$ cat src/rtl/cacheline_adaptor.sv
// cacheline_adaptor
// Converts whole 256-bit cacheline read/write requests from the cache into
// 4-beat, 64-bit bursts on the physical memory port. It returns the assembled
// line and a one-cycle resp_o to the cache.
//
// Optional feature: define CACHELINE_ADAPTOR_EARLY_RESP_EN to remove the DONE
// state. With it defined, resp_o fires in the same cycle as the final memory
// beat, and line_o forwards that beat combinationally for that cycle only.
module cacheline_adaptor (
  input  logic         clk,
  input  logic         rst,
  input  logic [255:0] line_i,
  output logic [255:0] line_o,
  input  logic [31:0]  address_i,
  input  logic         read_i,
  input  logic         write_i,
  output logic         resp_o,
  input  logic [63:0]  burst_i,
  output logic [63:0]  burst_o,
  output logic [31:0]  address_o,
  output logic         read_o,
  output logic         write_o,
  input  logic         resp_i
);

  typedef enum logic [1:0] {
    IDLE  = 2'd0,
    READ  = 2'd1,
    WRITE = 2'd2,
    DONE  = 2'd3
  } state_t;

  state_t          state;
  logic [1:0]      count;
  logic [3:0][63:0] wbuf;      // write line, frozen from accept to completion
  logic [191:0]    asm_buf;    // read beats 0..2 while the line is assembling
  logic [255:0]    line_q;     // last completed read line
  logic            last_beat;

  // The fourth beat of a burst is being strobed this cycle.
  assign last_beat = resp_i && (count == 2'd3);

`ifndef CACHELINE_ADAPTOR_EARLY_RESP_EN
  logic resp_q;
`endif

  // Main FSM: sequencing, beat counter and all registered outputs.
  always_ff @(posedge clk) begin
    if (rst) begin
      // NOTE: sequential state uses non-blocking assignments so every flop
      // samples the pre-edge values, whatever the statement order.
      state     <= IDLE;
      count     <= 2'd0;
      read_o    <= 1'b0;
      write_o   <= 1'b0;
      address_o <= 32'd0;
      burst_o   <= 64'd0;
      line_q    <= 256'd0;
`ifndef CACHELINE_ADAPTOR_EARLY_RESP_EN
      resp_q    <= 1'b0;
`endif
    end else begin
`ifndef CACHELINE_ADAPTOR_EARLY_RESP_EN
      resp_q <= 1'b0;
`endif
      unique case (state)
        IDLE: begin
          // A write wins when both requests are high.
          if (write_i) begin
            state     <= WRITE;
            write_o   <= 1'b1;
            address_o <= {address_i[31:5], 5'b0};
            burst_o   <= line_i[63:0];
            count     <= 2'd0;
          end else if (read_i) begin
            state     <= READ;
            read_o    <= 1'b1;
            address_o <= {address_i[31:5], 5'b0};
            count     <= 2'd0;
          end
        end

        READ: begin
          if (resp_i) begin
            count <= count + 2'd1;
            if (count == 2'd3) begin
              read_o <= 1'b0;
              line_q <= {burst_i, asm_buf};
`ifdef CACHELINE_ADAPTOR_EARLY_RESP_EN
              state  <= IDLE;
`else
              state  <= DONE;
              resp_q <= 1'b1;
`endif
            end
          end
        end

        WRITE: begin
          if (resp_i) begin
            count <= count + 2'd1;
            if (count == 2'd3) begin
              write_o <= 1'b0;
              burst_o <= 64'd0;
`ifdef CACHELINE_ADAPTOR_EARLY_RESP_EN
              state   <= IDLE;
`else
              state   <= DONE;
              resp_q  <= 1'b1;
`endif
            end else begin
              burst_o <= wbuf[count + 2'd1];
            end
          end
        end

        DONE: state <= IDLE;

        default: state <= IDLE;
      endcase
    end
  end

  // Datapath buffers: write line capture and read beat assembly.
  // NOTE: these buffers are deliberately not reset. Each is fully rewritten
  // before it is used, and line_q (the visible line) is reset instead.
  always_ff @(posedge clk) begin
    if (state == IDLE && write_i) begin
      wbuf <= line_i;
    end
    if (state == READ && resp_i) begin
      unique case (count)
        2'd0:    asm_buf[63:0]    <= burst_i;
        2'd1:    asm_buf[127:64]  <= burst_i;
        2'd2:    asm_buf[191:128] <= burst_i;
        default: ;
      endcase
    end
  end

`ifdef CACHELINE_ADAPTOR_EARLY_RESP_EN
  assign resp_o = ((state == READ) || (state == WRITE)) && last_beat;
  assign line_o = (state == READ && last_beat) ? {burst_i, asm_buf} : line_q;
`else
  assign resp_o = resp_q;
  assign line_o = line_q;
`endif

endmodule
$ cat config.mk
export PLATFORM = sky130hd
export DESIGN_NAME = cacheline_adaptor
export DESIGN_NICKNAME = d
export VERILOG_FILES = /design/src/rtl/cacheline_adaptor.sv
export SDC_FILE = /design/constraint.sdc
export NUM_CORES = 1
export LEC_CHECK = 0
export ABC_AREA = 1
export CORE_AREA = 2 2 276 278
export CTS_CLUSTER_DIAMETER = 200
export CTS_CLUSTER_SIZE = 24
export DETAILED_ROUTE_END_ITERATION = 6
export DIE_AREA = 0 0 278 280
export PLACE_DENSITY = 0.74
export SLEW_MARGIN = 5
export SYNTH_ARGS = -nofsm -noshare
export SYNTH_HDL_FRONTEND = slang
export SYNTH_SLANG_ARGS = --single-unit
$ cat constraint.sdc
create_clock -name clk -period 12.8 [get_ports clk]
set_input_delay 3.2 -clock clk [delete_from_list [all_inputs] [get_ports clk]]
set_output_delay 3.2 -clock clk [all_outputs]
set_load 0.01 [all_outputs]
==> metrics.txt <==
worst hold start=line_o[216]; met3 usage=around 5.7%; Crit path buffers/inverters=3; DR iter-0 viols=1811; Max Freq=between 0.15 and 0.2 GHz; initial antenna violation count=21; reg2reg end=line_o[235]; MaxCap Viol Count=0; IO Port Bufs=between 700 and 800; pwr dens=173 nW/um2; Most common cell on crit path=buf_4; data arrival time at the worst-slack endpoint=around 5.9 ns; dpl ws=between 6 and 7 ns; worst hold slack=between 0.4 and 0.5 ns; Worst Skew=between 0.02 and 0.025 ns; clock latency on the worst-skew pair=about 0.6 ns; Worst Setup SP=resp_i; Clock Sinks=802; DR vias/cell=roughly 5.0; R2R cell count=7; WP data required=roughly 13 ns; WL final=about 84000 um; Final Critical Period=approximately 5.3 ns; Worst path max stage delay=between 0.9 and 1 ns; area delta synth->final=29.5%; Core Rows=between 100 and 150; fin nets=between 3000 and 4000; DP HPWL=53600 um; Net Sw Frac=between 30% and 40%; # fillers=around 6700; Reg power frac=roughly half; fin worst setup slack=7.45 ns; Tot GR Track Use=between 20% and 30%; # setup viols final=0; post-CTS setup buffers=0; Detailed Routing Iterations Pass 1=5; Net Switching=approximately 2.3 mW; Mapped Avg Cell Area=about 10 um2; outcome=finished, final reports clean; Num CTS Buffers=39; final hold viol count=0; Seq cells post-synth=about 800; WL/cell=between 15 and 20 um; VDD IR max=roughly 0.20 mV; kind of critical path=in -> reg; Initial Util=around two fifths; final antenna-violating net count=0; critical path capture point type=flip-flop; cell count after synthesis=just under 3000; grt met2 use=a little over a third; worst slew pin tran=approximately 1.4 ns; Comb pwr share=a little under a third; Overall Power=about 6.7 mW; CTS root buffer=clkbuf_16; unrepaired setup endpoints after global routing=false; H-Tree Depth=2; Post-CTS Hold Buffers=0; yosys warns=0; grt total ovfl=0; clock network fraction of total power=a little over a fifth; first-pass GRT wire length=approximately 130000 um; Synth Cell Area=29900 um2; Leak=~14 nW; worst hold path type=reg -> reg; GR Util met1=around a quarter; Core Area=between 70000 and 80000 um2; Die Ht=~280 um; CTS tree=yes; hold path endpoint=line_o[216]; busiest layer in global routing=met2; fin crit share=a little over two fifths; Seq/Total Area, Yosys=68.7%; Crit Path Max Fanout=approximately 110; flop2flop setup slack=about 8.8 ns; routability cong.=just over 0.8; Crit-path slowest cell=buf_4; setup TNS=0 ns; Ports=between 700 and 800; Worst slew margin=9.48%; CP Cell Sequence=clkbuf_8 -> buf_4 -> buf_4 -> nand3_1 -> a21oi_1; Int Pwr=4.41 mW; # resized after CTS=0; largest net degree at the start of global routing=around 230; Cell variety after synth=22; Max Transition Viols Final=0; clock transition at the registers of the reported paths=about 0.090 ns; vias in the first global route=21400; die area=77800 um2; Hold Path Stages=2; layout cells sized above 1=2.43%; # DRC=0; CP top delay family=buffers and inverters; crit path launch type=input port; Clock Tree Buf Depth=3; Reg-to-Reg Start=count[0]; DR vias=around 23000; Die Span X=around 280 um
[Yosys cell counts (all sizes together)]
| library cell | n | area [um2] |
|---|---|---|
| inv | 266 | 998 |
| buf | 79 | 402 |
| nor4 | 1 | 6.26 |
| ha | 9 | 113 |
| dfxtp | 354 | 7090 |
| edfxtp | 448 | 13500 |
| clkbuf | 126 | 473 |
| nor2 | 91 | 352 |
| nand2 | 768 | 2880 |
| o21ai | 71 | 355 |
| nand4 | 45 | 282 |
| conb | 1 | 3.75 |
| a21oi | 343 | 1720 |
| clkinv | 1 | 3.75 |
| nand3 | 350 | 1760 |
[cell type report]
cell class / count / area (um2) / share of cell area (%)
antenna: 13 / 32.5 / 0.0840
clock buffer: 68 / 1110 / 2.86
clock inverter: 3 / 41.3 / 0.107
inverter: 267 / 1020 / 2.63
multi-input combinational: 1683 / 7530 / 19.4
sequential: 802 / 20500 / 53.1
tap: 978 / 1220 / 3.16
timing repair buffer: 723 / 7220 / 18.6
[layer usage]
layer	part of all wire (%)	vias to the layer above
met3	8.2	180
li1	-	10900
met1	39	10600
met5	0.13	-
met2	48	867
met4	4.5	16
[sequential cells by signal, summed over array words and instances (netlist names)]
register	flops
read_o	1
resp_o	1
address_o	27
burst_o	64
count	2
wbuf	256
line_o	256
state	2
write_o	1
asm_buf	192
[worst register-to-register path: cells and delay by family (launching register included)]
| kind | cells | cell delay (ns) |
|---|---|---|
| compound gates | 1 | 0.20 |
| simple gates | 2 | 0.47 |
| buf+inv | 3 | 2.12 |
| fa+ha+maj | 1 | 0.32 |
| flops | 1 | 0.86 |
[worst max-delay path by stage]
stage                        to  slack, ns  cells after the start
global placement    line_o[248]       6.89                      5
finish              line_o[235]       7.45                      5
floorplan               wbuf[0]       3.99                      2
global route        line_o[232]       7.26                      5
CTS                 line_o[235]       7.50                      5
detailed placement  asm_buf[41]       6.89                      4
[layout by cell type, fill, tap and decap left out, drive strengths merged, types with 69 or more instances in the layout]
cell type	n
edfxtp	448
nor2	91
clkdlybuf4s50	699
inv	268
o21ai	71
a21oi	343
nand2	768
nand3	350
dfxtp	354
clkbuf	69
[metrics by stage]
step,cells,util [%],cell area (um2)
floorplan,2957,-,29900
global placement,4453,49.9,37500
detailed placement,4453,49.9,37500
CTS,4524,51.4,38700
global route,4535,51.5,38700
finish,4537,51.5,38700
[power by group through the flow]
| stage | logic [mW] | clock network (mW) | registers [mW] |
|---|---|---|---|
| after floorplan | 1.17 | 0 | 3.40 |
| after global placement | 1.99 | 0 | 3.31 |
| after detailed placement | 2.01 | 0 | 3.32 |
| after CTS | 2.03 | 1.46 | 3.26 |
| after global routing | 2.22 | 1.54 | 3.30 |
| final | 2.00 | 1.41 | 3.26 |
[logic make-up (layout without fill, tap and decap cells)]
logic type	Yosys count	in the layout	share of synthesized area [%]
buffers and inverters	472	1061	6.28
other	1	18	0.0125
AO/OA/AOI/OAI	414	414	6.93
adder cells (fa/ha/maj)	9	9	0.377
AND/OR/NAND/NOR	1255	1255	17.7
flip-flops	802	802	68.7
Power figures use the tool's default switching activity.
